## config.mk

```make
export PLATFORM = sky130hd
export DESIGN_NAME = machine_timer
export DESIGN_NICKNAME = d
export VERILOG_FILES = /design/src/rtl/riscV_unrn_pkg.sv /design/src/rtl/machine_timer_prescaler.sv /design/src/rtl/machine_timer.sv
export SDC_FILE = /design/constraint.sdc
export NUM_CORES = 1
export LEC_CHECK = 0
export BUFFER_PORTS_ARGS = -buffer_cell sky130_fd_sc_hd__buf_4
export CORE_ASPECT_RATIO = 1.75
export CORE_UTILIZATION = 57
export CTS_BUF_LIST = sky130_fd_sc_hd__clkbuf_4
export DETAILED_ROUTE_END_ITERATION = 7
export MAX_ROUTING_LAYER = met4
export PLACE_DENSITY = 0.9
export SLEW_MARGIN = 0
export SYNTH_ARGS = -nofsm -noshare
export SYNTH_HDL_FRONTEND = slang
export SYNTH_SLANG_ARGS = --single-unit
```

## constraint.sdc

```tcl
create_clock -name clk -period 6.37 [get_ports clk]
set_input_delay 0.637 -clock clk [delete_from_list [all_inputs] [get_ports clk]]
set_output_delay 0.637 -clock clk [all_outputs]
set_load 0.02 [all_outputs]
```

## src/rtl/riscV_unrn_pkg.sv

```systemverilog
// riscV_unrn_pkg: shared memory map, access-size encoding and timer address decode
package riscV_unrn_pkg;
  localparam logic [31:0] MTIME_MEM_ADDRESS_LOW     = 32'h0000_8004;
  localparam logic [31:0] MTIME_MEM_ADDRESS_HIGH    = 32'h0000_8008;
  localparam logic [31:0] MTIMECMP_MEM_ADDRESS_LOW  = 32'h0000_800C;
  localparam logic [31:0] MTIMECMP_MEM_ADDRESS_HIGH = 32'h0000_8010;
  localparam logic [63:0] MTIMECMP_RESET_VAL        = 64'hFFFF_FFFF_FFFF_FFFF;
  typedef enum logic [1:0] {
    BYTE = 2'b00,
    HALF = 2'b01,
    WORD = 2'b10
  } mem_size_t;
  typedef enum logic [2:0] {
    SEL_NONE,
    SEL_MTIME_LO,
    SEL_MTIME_HI,
    SEL_MTIMECMP_LO,
    SEL_MTIMECMP_HI
  } timer_sel_e;
  function automatic timer_sel_e timer_decode(input logic [31:0] addr);
    return addr == MTIME_MEM_ADDRESS_LOW     ? SEL_MTIME_LO    :
           addr == MTIME_MEM_ADDRESS_HIGH    ? SEL_MTIME_HI    :
           addr == MTIMECMP_MEM_ADDRESS_LOW  ? SEL_MTIMECMP_LO :
           addr == MTIMECMP_MEM_ADDRESS_HIGH ? SEL_MTIMECMP_HI : SEL_NONE;
  endfunction
endpackage

```

## src/rtl/machine_timer_prescaler.sv

```systemverilog
// machine_timer_prescaler: divides the core clock into one-cycle mtime ticks every PRESCALE cycles
module machine_timer_prescaler #(
  parameter int unsigned PRESCALE = 1
) (
  input  logic clk,
  input  logic rst,
  output logic tick
);
  logic [15:0] cnt_q, cnt_d;
  always_comb begin
    tick  = cnt_q == 16'(PRESCALE - 1);
    cnt_d = tick ? 16'd0 : cnt_q + 16'd1;
  end
  always_ff @(posedge clk or posedge rst) begin
    if (rst) cnt_q <= '0;
    else     cnt_q <= cnt_d;
  end
endmodule

```

## src/rtl/machine_timer.sv

```systemverilog
// machine_timer: RISC-V mtime/mtimecmp with mtip; MACHINE_TIMER_MTIME_WR_EN makes mtime writable
module machine_timer
  import riscV_unrn_pkg::*;
#(
  parameter int unsigned PRESCALE = 1
) (
  input  logic        clk,
  input  logic        rst,
  input  logic        req_valid,
  input  logic        req_we,
  input  logic [1:0]  req_size,
  input  logic [31:0] req_addr,
  input  logic [31:0] req_wdata,
  output logic        rsp_valid,
  output logic [31:0] rsp_rdata,
  output logic        rsp_err,
  output logic        mtip
);
  logic        tick, legal, wr;
  timer_sel_e  sel;
  logic [63:0] mtime_q, mtime_d, mtimecmp_q, mtimecmp_d;
  logic [31:0] rsp_rdata_q, rsp_rdata_d;
  logic        rsp_valid_q, rsp_valid_d, rsp_err_q, rsp_err_d, mtip_q, mtip_d;
  machine_timer_prescaler #(.PRESCALE(PRESCALE)) u_prescaler (
    .clk  (clk),
    .rst  (rst),
    .tick (tick)
  );
  always_comb begin
    sel = timer_decode(req_addr);
`ifdef MACHINE_TIMER_MTIME_WR_EN
    legal = req_size == WORD && sel != SEL_NONE;
`else
    legal = req_size == WORD && sel != SEL_NONE &&
            !(req_we && (sel == SEL_MTIME_LO || sel == SEL_MTIME_HI));
`endif
    wr = req_valid && req_we && legal;
    // a store into mtime overrides the tick increment for that cycle
    mtime_d = wr && sel == SEL_MTIME_LO ? {mtime_q[63:32], req_wdata} :
              wr && sel == SEL_MTIME_HI ? {req_wdata, mtime_q[31:0]} :
              tick ? mtime_q + 64'd1 : mtime_q;
    mtimecmp_d = wr && sel == SEL_MTIMECMP_LO ? {mtimecmp_q[63:32], req_wdata} :
                 wr && sel == SEL_MTIMECMP_HI ? {req_wdata, mtimecmp_q[31:0]} : mtimecmp_q;
    rsp_valid_d = req_valid;
    rsp_err_d   = req_valid && !legal;
    rsp_rdata_d = !(req_valid && !req_we && legal) ? 32'd0 :
                  sel == SEL_MTIME_LO    ? mtime_q[31:0]     :
                  sel == SEL_MTIME_HI    ? mtime_q[63:32]    :
                  sel == SEL_MTIMECMP_LO ? mtimecmp_q[31:0]  : mtimecmp_q[63:32];
    mtip_d = mtime_d >= mtimecmp_d;
  end
  always_ff @(posedge clk or posedge rst) begin
    if (rst) begin
      mtime_q     <= '0;
      mtimecmp_q  <= MTIMECMP_RESET_VAL;
      rsp_valid_q <= 1'b0;
      rsp_err_q   <= 1'b0;
      rsp_rdata_q <= '0;
      mtip_q      <= 1'b0;
    end else begin
      mtime_q     <= mtime_d;
      mtimecmp_q  <= mtimecmp_d;
      rsp_valid_q <= rsp_valid_d;
      rsp_err_q   <= rsp_err_d;
      rsp_rdata_q <= rsp_rdata_d;
      mtip_q      <= mtip_d;
    end
  end
  assign rsp_valid = rsp_valid_q;
  assign rsp_rdata = rsp_rdata_q;
  assign rsp_err   = rsp_err_q;
  assign mtip      = mtip_q;
endmodule

```

== Yosys cells after proc, flatten, opt, wreduce, memory -nomap -nowiden ==
Cells that the tools add are included.

* Bits in read-only memories: 0
* Memories: 0
* Bits in writable memories: 0
* Register bits after elaboration: 179
* Bits in latches: 0
* Output and inout port bits: 35
* Word-level logic and storage cells: 51

* Divide/modulo/power cells: 0
* Bitwise operators: 0
* Shift-type cells: 0
* Multiply operators: 0
* Order comparisons: 1
* Multiplexer cells: 14
* $add $sub $neg: 2
* Equal/unequal tests: 9
* Reductions and logical operators: 18

{| class="wikitable"
|+ Operators by type and width
! operator !! count
|-
| 64-bit two-way mux || 5
|-
| 32-bit by 16-bit == test with 1-bit output (second input constant) || 4
|-
| 32-bit two-way mux || 4
|-
| 64-bit by 1-bit adder with 64-bit output (second input constant) || 1
|-
| 64-bit >= comparator || 1
|-
| 16-bit by 1-bit adder with 16-bit output (second input constant) || 1
|-
| 16-bit zero test || 1
|-
| 16-bit two-way mux || 1
|-
| 1-bit logical AND || 12
|-
| 3-bit two-way mux || 4
|-
| 3-bit by 2-bit == test with 1-bit output (second input constant) || 2
|-
| 3-bit by 1-bit == test with 1-bit output (second input constant) || 1
|-
| 3-bit == test (second input constant) || 1
|-
| 1-bit zero test || 3
|-
| 3-bit nonzero test || 1
|-
| 2-bit == test (second input constant) || 1
|-
| 1-bit logical OR || 1
|}

== Depth between registers and ports, before layout ==
Gate-level depths: netlist (run 1).

* Depth after elaboration: 15
* Depth in mapped cells: 15

== Modules after synthesis ==
Synthesis (run 1) repeated with hierarchy kept, for this count alone.

* Cell total of the unflattened synthesis: 865
* Area total of the unflattened synthesis: 9964.6 sq um

{| class="wikitable"
|+ By module, submodules not included
! module !! area an instance (sq um) !! cells an instance !! times used !! sequential area each (sq um)
|-
| machine_timer || 9170.0 || 795 || 1 || 4159.0
|-
| machine_timer_prescaler || 794.5 || 70 || 1 || 400.4
|}

== Worst setup path after synthesis (run 1) ==
OpenSTA, ideal clock, no wires.

* Path kind: input port to flip-flop
* Start point: input port req_addr[21]
* End point: register mtip_q (netlist: mtip)
* Stages: 14
* Setup slack: 2.426 ns
* Required time: 6.238 ns
* Buffers on the path: 1
* Data arrival time: 3.812 ns
* Cells stage by stage: nor4_1 -> and4_1 -> and2_1 -> nand4_1 -> nor2_1 -> buf_2 -> mux2_2 -> ha_1 -> nand2b_1 -> a2111oi_0 -> a2111oi_0 -> or4_1 -> a31oi_1 -> o21ai_0

* Elaborated cells on any way between the ends: 28
* Classes of those cells: order compare: 1; eq/ne: 8; mux: 8; reduce/logical: 11

{| class="wikitable"
|+ RTL lines
! what !! RTL line !! RTL
|-
| start, declared || machine_timer.sv:12 || <nowiki>input logic [31:0] req_addr,</nowiki>
|-
| 32-bit by 16-bit == test with 1-bit output || riscV_unrn_pkg.sv:24 || <nowiki>addr == MTIMECMP_MEM_ADDRESS_HIGH ? SEL_MTIMECMP_HI : SEL_NONE;</nowiki>
|-
| 3-bit two-way mux || riscV_unrn_pkg.sv:24 ||
|-
| 3-bit two-way mux || riscV_unrn_pkg.sv:23 || <nowiki>addr == MTIMECMP_MEM_ADDRESS_LOW ? SEL_MTIMECMP_LO :</nowiki>
|-
| 3-bit two-way mux || riscV_unrn_pkg.sv:22 || <nowiki>addr == MTIME_MEM_ADDRESS_HIGH ? SEL_MTIME_HI :</nowiki>
|-
| 3-bit two-way mux * || riscV_unrn_pkg.sv:21 || <nowiki>return addr == MTIME_MEM_ADDRESS_LOW ? SEL_MTIME_LO :</nowiki>
|-
| 3-bit by 1-bit == test with 1-bit output or 3-bit by 2-bit == test with 1-bit output (tied branches) || machine_timer.sv:35 || <nowiki>!(req_we && (sel == SEL_MTIME_LO || sel == SEL_MTIME_HI));</nowiki>
|-
| 1-bit logical OR || machine_timer.sv:35 ||
|-
| 1-bit logical AND || machine_timer.sv:35 ||
|-
| 1-bit zero test || machine_timer.sv:35 ||
|-
| 1-bit logical AND || machine_timer.sv:34 || <nowiki>legal = req_size == WORD && sel != SEL_NONE &&</nowiki>
|-
| 1-bit logical AND || machine_timer.sv:37 || <nowiki>wr = req_valid && req_we && legal;</nowiki>
|-
| 1-bit logical AND * || machine_timer.sv:42 || <nowiki>mtimecmp_d = wr && sel == SEL_MTIMECMP_LO ? {mtimecmp_q[63:32], req_wdata} :</nowiki>
|-
| 64-bit two-way mux * || machine_timer.sv:42 ||
|-
| named net mtimecmp_d[0] || machine_timer.sv:21 || <nowiki>logic [63:0] mtime_q, mtime_d, mtimecmp_q, mtimecmp_d;</nowiki>
|-
| 64-bit >= comparator * || machine_timer.sv:50 || <nowiki>mtip_d = mtime_d >= mtimecmp_d;</nowiki>
|-
| named net mtip_d || machine_timer.sv:23 || <nowiki>logic rsp_valid_q, rsp_valid_d, rsp_err_q, rsp_err_d, mtip_q, mtip_d;</nowiki>
|-
| end signal, assigned || machine_timer.sv:66 || <nowiki>mtip_q <= mtip_d;</nowiki>
|-
| end, declared || machine_timer.sv:23 ||
|}

Mark *: on every way through the listed nets, which the timed path passes. The rest lies on a longest branch.

== Worst setup path in the final report (run 1) ==
* Start point: register mtime_q[19]
* End point: register mtip_q (netlist: mtip)

* Word-level cells in the longest chain between the ends: 5

{| class="wikitable"
|+ Ends and longest elaborated chain
! what !! RTL line !! RTL
|-
| start, declared || machine_timer.sv:21 ||
|-
| start signal, assigned || machine_timer.sv:61 || <nowiki>mtime_q <= mtime_d;</nowiki>
|-
| 64-bit by 1-bit adder with 64-bit output || machine_timer.sv:41 || <nowiki>tick ? mtime_q + 64'd1 : mtime_q;</nowiki>
|-
| 64-bit two-way mux || machine_timer.sv:41 ||
|-
| 64-bit two-way mux || machine_timer.sv:40 || <nowiki>wr && sel == SEL_MTIME_HI ? {req_wdata, mtime_q[31:0]} :</nowiki>
|-
| 64-bit two-way mux || machine_timer.sv:39 || <nowiki>mtime_d = wr && sel == SEL_MTIME_LO ? {mtime_q[63:32], req_wdata} :</nowiki>
|-
| named net mtime_d[63] || machine_timer.sv:21 ||
|-
| 64-bit >= comparator || machine_timer.sv:50 ||
|-
| named net mtip_d || machine_timer.sv:23 ||
|}

The timed path passes the listed nets, and every way through them passes these cells.

==> results.txt, run 1 <==
The run finished with clean final reports. STA classifies the critical path startpoint as a flop. Hold violation count in the final report: 0. The power density relative to cell area came out at 179.3 nW/um^2. In this run the count of I/O pins placed on the die edge is 105.

The net count of the finished layout is 1104. The worst setup path is captured at a flop. The number of fill cells in the layout is 1270. Summed over all layers, the routed wires come to 24640 microns. The cell count of the worst reg-to-reg path is 13, and the initial antenna violation count is 1. For the overall global routing resource usage, the log shows 30.02%. The first global-routing pass estimated 40050 microns of wire. The number of H-tree levels was 4; the final period utilization was 72.17%.

The worst register-to-register path begins at mtime_q[19]. Critical-path maximum fanout: 8. The number of buffers inserted for hold repair after clock tree synthesis came out at 0.

The tools report the netlist area before placement as 10020 sq um. The slowest cell on the critical path is sky130_fd_sc_hd__nor4_2. For the final routed database, the setup TNS stands at 0 ns. For this run, design rule violations remaining after detail routing come to 0.

In the post-synthesis netlist, the biggest area contributors are sky130_fd_sc_hd__dfrtp_1 29%, sky130_fd_sc_hd__dfstp_2 17%, sky130_fd_sc_hd__mux2i_1 9.5%. The cell count after placement is 1175, and the fraction of the yosys area taken by sequential cells is 45.49%. The startpoint identified for the worst hold timing path is req_valid. The worst relative slew slack is 18.56%, and the final-report setup violation count is 0. For flop-to-flop paths, the worst setup slack is 1.77 ns.

The buffers inserted during post-CTS setup optimization was 0. The area fraction of the dominant cell type after synthesis was 28.71%. For the number of vias in the routed layout, the log shows 7574. The area overhead of the layout relative to synthesis was 13.68%. Global-route congestion overflow total: 0.

Buffers placed on the I/O ports in this run total 104. The average footprint of a synthesized cell is 11.47 sq um. The detail route stage leaves a number of antenna-violating nets equal to 0. The worst hold path terminates at rsp_valid. The largest total area in the synthesized netlist belongs to sky130_fd_sc_hd__dfrtp_1. Across the routed clock network, the largest skew measured is 0.03133 ns. Traced cell by cell, the critical path runs through nand4_1, nor4_2, and4_1, nand4_2, nor3_1, xor2_1, ha_1, nand3_1, nor3_1, nand2_1, nor4_1, nand3_1, o21ai_0. STA puts the critical path data required time at 6.91 ns. Counting along the longest clock path gives a buffer depth of 2. The tightest min-delay check is of the in2reg type. The most common cell in the synthesized netlist is sky130_fd_sc_hd__dfrtp_1. The worst setup path is of the reg2reg kind. At the worst endpoint, the arrival time is 5.13 ns.

The fmax was 0.2175 GHz. In the synthesized netlist, the cells that appear most often are 115 x sky130_fd_sc_hd__dfrtp_1, 95 x sky130_fd_sc_hd__mux2i_1, 67 x sky130_fd_sc_hd__ha_1. The die area was 18140 sq um; the transition time of the tightest slew-check pin was 1.222 ns.

The CTS buffer count was 17. The clock period minus final worst setup slack was 4.597 ns. Timing analysis after detailed placement gives a worst setup slack of 1.669 ns. Dividing the detail-routed via count by the number of cells gives 6.270. The number of pins with negative max-slew slack in the final report is 0. The number of violations reported at the end of detailed-routing iteration 0 came out at 474. The cell sitting at the root of the clock tree is a sky130_fd_sc_hd__clkbuf_4.

Summed over all cells, the static leakage comes to 0.005116 uW. The die boundary width came out at 102.2 microns. Post-synthesis instance total: 874. For this run, the number of standard cells in the final layout without fillers is 1208. Fraction of final layout cells sized beyond drive strength 1: 27.35%. The worst register-to-register path ends at mtip. The detailed-route wire length per cell is 20.39 microns, and the number of distinct library cells after synthesis is 50. Number of rows in the core area: 63. The clock reaches the later pin of the worst-skew pair after 0.63 ns. The run gives 17390 microns as the sum of net half-perimeters after detailed placement.

The count of synthesis-stage warnings from yosys was 0; the count of maximum capacitance violations was 0. Once the floorplan was initialized, standard cells occupied 58.60% of the core. For this run, the slowest stage of the critical path takes 0.81 ns. The worst hold path stage count was 1.

Setup repair after global routing left no endpoint under its margin. The area inside the core boundary was 17110 sq um; the TritonCTS sink count was 179. TritonCTS built the clock tree. Vertical die dimension: 177.4 microns. Fraction of registers with async set or reset after synthesis: 100.0%. In this run, synthesis inferred 0 flip-flops with an integrated enable. At the end of routability-driven placement, the weighted congestion stood at 0.8875.

On the final layout, the worst hold slack is 0.1605 ns. For the via count of the first global-routing pass, the log shows 8226. The number of flip-flops and latches in the synthesized netlist came out at 179.

Most used flip-flop cell after synthesis: sky130_fd_sc_hd__dfrtp_1. The first detailed-routing pass took 5 iterations. Synthesis produced a netlist with a net count of 1011.

The least setup slack across all paths after layout was 1.773 ns. Clock-pin slew was measured on the worst setup and hold paths at 0.14 ns. The area taken by flip-flops and latches came out at 4559 sq um. The logs give 0.1853 mV for the highest ir drop seen on vdd and 0 for the post-CTS resize count.

Summing all multi-input logic gate instances after layout gives 5273 sq um. Entering global routing, the biggest net connects 110 pins.
## registers in the layout, indices dropped and copies added (netlist names)
signal	flops
mtime_q	64
mtimecmp_q	64
mtip	1
rsp_err	1
rsp_rdata	32
rsp_valid	1
u_prescaler.cnt_q	16
## where the power goes
group | switching [uW] | internal (uW)
clock network | 419 | 402
registers | 0.224 | 1140
logic | 49.5 | 33.3
## worst max-delay path by stage
stage,from,to,cells past startpoint
after detailed placement,req_addr[3],mtip,15
after floorplan,rst,mtime_q[0],1
after CTS,mtime_q[19],mtip,13
after global placement,req_addr[21],mtip,15
after global routing,mtime_q[19],mtip,13
final,mtime_q[19],mtip,13
## logic make-up (layout without fill, tap and decap cells)
group                    count (synthesis)  in the layout  synth area share [%]
flip-flops                             179            179                 45.49
buffers and inverters                   51            157                 2.322
adder cells (fa/ha/maj)                 67             67                 8.363
XOR/XNOR                                77             77                 6.728
multiplexers                           159            159                 16.98
other                                    0              1                     0
AND/OR/NAND/NOR                        224            224                 12.46
AO/OA/AOI/OAI                          117            117                 7.665
## stage by stage
| stage | total power, uW | util (%) | instance area, sq um |
|---|---|---|---|
| 2_1_floorplan | 1187 | - | 10020 |
| 3_3_place_gp | 1241 | 64.35 | 11010 |
| 3_5_place_dp | 1243 | 64.35 | 11010 |
| 4_1_cts | 2053 | 66.60 | 11390 |
| 5_1_grt | 2104 | 66.62 | 11390 |
| 6_report | 2043 | 66.62 | 11390 |
## critical path: cells and delay by family, from the launching register on
kind                     cells  cell delay (ns)
AND/OR/NAND/NOR             10             3.40
flip-flops                   1             0.47
adder cells (fa/ha/maj)      1             0.33
AO/OA/AOI/OAI                1             0.19
XOR/XNOR                     1             0.14
## placed cells by master, fill, tap and decap left out, types with 3 or more instances in the layout
cell / n
sky130_fd_sc_hd__a211oi_1: 5
sky130_fd_sc_hd__a21o_1: 7
sky130_fd_sc_hd__a21oi_1: 16
sky130_fd_sc_hd__a22oi_1: 33
sky130_fd_sc_hd__and2_1: 3
sky130_fd_sc_hd__and3_1: 9
sky130_fd_sc_hd__and4_1: 8
sky130_fd_sc_hd__buf_4: 111
sky130_fd_sc_hd__bufinv_16: 6
sky130_fd_sc_hd__clkbuf_4: 18
sky130_fd_sc_hd__dfrtp_1: 115
sky130_fd_sc_hd__dfstp_2: 64
sky130_fd_sc_hd__ha_1: 67
sky130_fd_sc_hd__inv_1: 13
sky130_fd_sc_hd__inv_6: 4
sky130_fd_sc_hd__mux2_1: 20
sky130_fd_sc_hd__mux2_2: 36
sky130_fd_sc_hd__mux2_4: 8
sky130_fd_sc_hd__mux2i_1: 95
sky130_fd_sc_hd__nand2_1: 43
sky130_fd_sc_hd__nand2b_1: 3
sky130_fd_sc_hd__nand3_1: 33
sky130_fd_sc_hd__nand4_1: 35
sky130_fd_sc_hd__nand4_2: 3
sky130_fd_sc_hd__nor2_1: 32
sky130_fd_sc_hd__nor3_1: 17
sky130_fd_sc_hd__nor4_1: 15
sky130_fd_sc_hd__nor4b_1: 3
sky130_fd_sc_hd__o21ai_0: 14
sky130_fd_sc_hd__o22ai_1: 32
sky130_fd_sc_hd__or4_1: 3
sky130_fd_sc_hd__xnor2_1: 58
sky130_fd_sc_hd__xor2_1: 19
## cell type report
type | count | area share [%]
Inverter | 14 | 0.5051
Multi-Input combinational cell | 644 | 46.27
Antenna cell | 1 | 0.02196
Clock inverter | 14 | 2.196
Clock buffer | 18 | 1.186
Timing Repair Buffer | 111 | 7.313
Tap cell | 227 | 2.493
Sequential cell | 179 | 40.01
## per-layer routing
| layer | part of all wire (%) | GRT usage, % | wire [microns] | vias to the layer above |
|---|---|---|---|---|
| li1 | - | - | - | 3453 |
| met4 | 5.8 | 19.17 | 1419 | 0 |
| met1 | 37 | 30.81 | 9002 | 3781 |
| met2 | 54 | 52.27 | 13250 | 237 |
| met5 | 0 | - | 0 | - |
| met3 | 3.9 | 4.687 | 966 | 103 |
No activity file was read; power rests on OpenSTA's default activity.
==> inputs of run 2 (changes only) <==
clock period = 4.75 ns   (was 6.37 ns; I/O delays follow)
==> results.txt, run 2 (synthesized netlist as in run 1, its figures left out) <==
The worst clock skew is 0.02687 ns, and the net switching power is 638.0 uW. The tools report the hold violation count in the final report as 0. The number of buffers inserted for hold repair after clock tree synthesis came out at 1.

The number of rows in the core area is 63, and the clock latency on the worst-skew pair is 0.62 ns. The tools report the final core utilization as 66.18%. For this design the ratio of total power to cell area is 214.9 nW/um^2. The fraction of final layout cells sized beyond drive strength 1 works out to 27.41%.

The buffers inserted during post-CTS setup optimization is 0, and the final-report setup violation count is 0. Internal power comes to 1795 uW. The tools report the initial antenna violation count as 1. The first global-routing pass estimated 37850 microns of wire.

STA classifies the critical path endpoint as a flop. Measured along the y axis, the die boundary spans 177.4 microns. Number of H-tree levels: 4. The number of pins with negative max-slew slack in the final report was 0; the count of buffers from port buffering was 104.

The critical path is of the reg2reg type. Area overhead of the layout relative to synthesis: 12.95%. Per report_power, the clock group accounts for 32.5% of the total. For the number of fill cells in the layout, the log shows 1305. The register clock-pin slew on the reported worst setup and hold paths came out at 0.16 ns.

The number of design rule violations left after detail routing is 0. After detailed routing, the average wire length per cell comes to 19.66 microns. The die boundary width was 102.2 microns; the aggregate routed wire length was 23870 microns.

The tools report the final layout net count as 1109. Based on the critical path, the design can be clocked at up to 0.2384 GHz. Global-route congestion overflow total: 0.

Leaving out fill and tap cells, the most frequent cells in the layout are 115 x sky130_fd_sc_hd__dfrtp_1, 113 x sky130_fd_sc_hd__buf_4, 95 x sky130_fd_sc_hd__mux2i_1, 67 x sky130_fd_sc_hd__ha_1, 64 x sky130_fd_sc_hd__dfstp_2. The die covers 18140 sq um. Across the run, the number of max-cap violations was 0. After legalization and detailed placement, the total HPWL measured 16900 microns. Global routing consumed, on the met3 layer, 4.293% of the routing resources. Number of vias in the routed layout: 7498.

The cell count of the worst reg-to-reg path was 15. The post-detailed-route count of antenna-violating nets was 0. The TritonCTS sink count came out at 179.

The run finished with clean final reports. In this run, CTS created clock tree buffers numbering 17. The logic gate share of total power was 4.7%; the number of violations reported at the end of detailed-routing iteration 0 was 362.

The root buffer cell was sky130_fd_sc_hd__clkbuf_4. TritonCTS built the clock tree. The clock period minus final worst setup slack came out at 4.194 ns. After clock tree synthesis, the repair step resized 0 gates. Data on the critical path is required at its endpoint by 5.26 ns. Path class of the lowest-slack min-delay path: in2async.

For this run, the total global-route usage over all layers was measured as 28.42%. For the via count of the first global-routing pass, the log shows 7728. The maximum clock path buffer count came out at 2. The tools report the placer's final routability congestion estimate as 0.8845. The tools report the category of the worst setup path launch point as a flop. The met2 layer usage reported by global route was 49.55%. The run gives 29.78% as the global-route met1 utilization. Of the available clock period, the critical path in the final layout requires 88.29%. The critical-path maximum fanout is 10, and the relative contribution of sequential cells to total power is 62.8%. Setup repair after global routing left no endpoint under its margin.

The number of primary I/O pins is 105. The tools report the highest ir drop seen on vdd as 0.1974 mV. Leaving out fill and tap cells, the most frequent cell in the layout is sky130_fd_sc_hd__dfrtp_1.

For the final routed database, the setup TNS stands at 0 ns. At the pin with the least slew margin, the transition time is 1.166 ns. Dividing the detail-routed via count by the number of cells gives 6.176.

For this configuration, the core starts out at a cell density of 58.60%. The standby leakage power came out at 0.005073 uW. Most utilized layer in the global route result: met2. Entering global routing, the biggest net connects 180 pins. Before antenna repair, the detailed router went through 7 iterations. Data arrives at the worst endpoint at 4.70 ns. In this run the tightest slew margin relative to its limit is 22.30%. The area inside the core boundary was 17110 sq um.

The switching portion of total power works out to 26.22%.
-- run 2: cell types whose count changed in the layout (fill, tap and decap cells not counted), sizes merged --
cell / before / now
buf: 111 / 115
bufinv: 6 / 0
clkbuf: 18 / 17
clkinv: 2 / 9
diode: 1 / 2
dlygate4sd3: 0 / 1
-- run 2: cell type report --
cell class                 instances  area [sq um]  area share [%]
tap                              227         284.0           2.509
timing repair buffer             116         898.4           7.935
multi-input combinational        644          5263           46.49
clock buffer                      17         127.6           1.127
inverter                          14         56.30          0.4973
antenna                            2         5.005         0.04421
sequential                       179          4559           40.27
clock inverter                    15         127.6           1.127
-- run 2: final timing paths --
path / from / to / slack [ns]
setup / recovery: u_prescaler.cnt_q[0] / mtip / 0.56
hold / removal: rst / mtime_q[9] / 0.02
setup reg to reg: u_prescaler.cnt_q[0] / mtip / 0.56
hold reg to reg: mtime_q[63] / mtime_q[63] / 0.52
max in group asynchronous: rst / mtime_q[11] / 3.87
min in group clk: req_wdata[8] / mtimecmp_q[40] / 0.09
-- run 2: stage by stage --
stage / cells / total power [uW] / instance area, sq um / hold slack, ns / worst slack (ns)
after CTS: 1212 / 2447 / 11320 / 0.07098 / 0.5869
after detailed placement: 1179 / 1668 / 11050 / 0.5061 / 0.5865
after global routing: 1213 / 2521 / 11320 / 0.07551 / 0.1824
after floorplan: 874 / 1593 / 10030 / 0.4635 / 0.9676
final: 1214 / 2433 / 11320 / 0.01547 / 0.5562
after global placement: 1179 / 1666 / 11050 / 0.5002 / 0.6506
-- run 2: power groups by stage --
| stage | Combinational (uW) | Clock [uW] | Sequential, uW |
|---|---|---|---|
| global route | 124 | 868 | 1530 |
| CTS | 114 | 804 | 1530 |
| floorplan | 36.8 | 0 | 1560 |
| finish | 113 | 791 | 1530 |
| detailed placement | 113 | 0 | 1550 |
| global placement | 111 | 0 | 1550 |
-- run 2: worst max-delay path, cell delays in order (launching register included) --
cell,delay [ns]
sky130_fd_sc_hd__dfrtp_1,0.47
sky130_fd_sc_hd__inv_1,0.08
sky130_fd_sc_hd__ha_1,0.15
sky130_fd_sc_hd__nor4b_1,0.39
sky130_fd_sc_hd__nand4_2,0.45
sky130_fd_sc_hd__nor4_4,0.64
sky130_fd_sc_hd__nand2_1,0.26
sky130_fd_sc_hd__nor2_1,0.18
sky130_fd_sc_hd__xnor2_1,0.16
sky130_fd_sc_hd__ha_1,0.28
sky130_fd_sc_hd__o21ai_0,0.20
sky130_fd_sc_hd__a21oi_1,0.09
sky130_fd_sc_hd__a221oi_1,0.32
sky130_fd_sc_hd__nand4_1,0.13
sky130_fd_sc_hd__a31oi_1,0.16
sky130_fd_sc_hd__o21ai_0,0.10
-- run 2: layer usage --
metal,vias to the layer above,wire length [microns]
met5,-,0
met4,0,1166
met3,87,934
met2,239,12970
met1,3719,8797
li1,3453,-
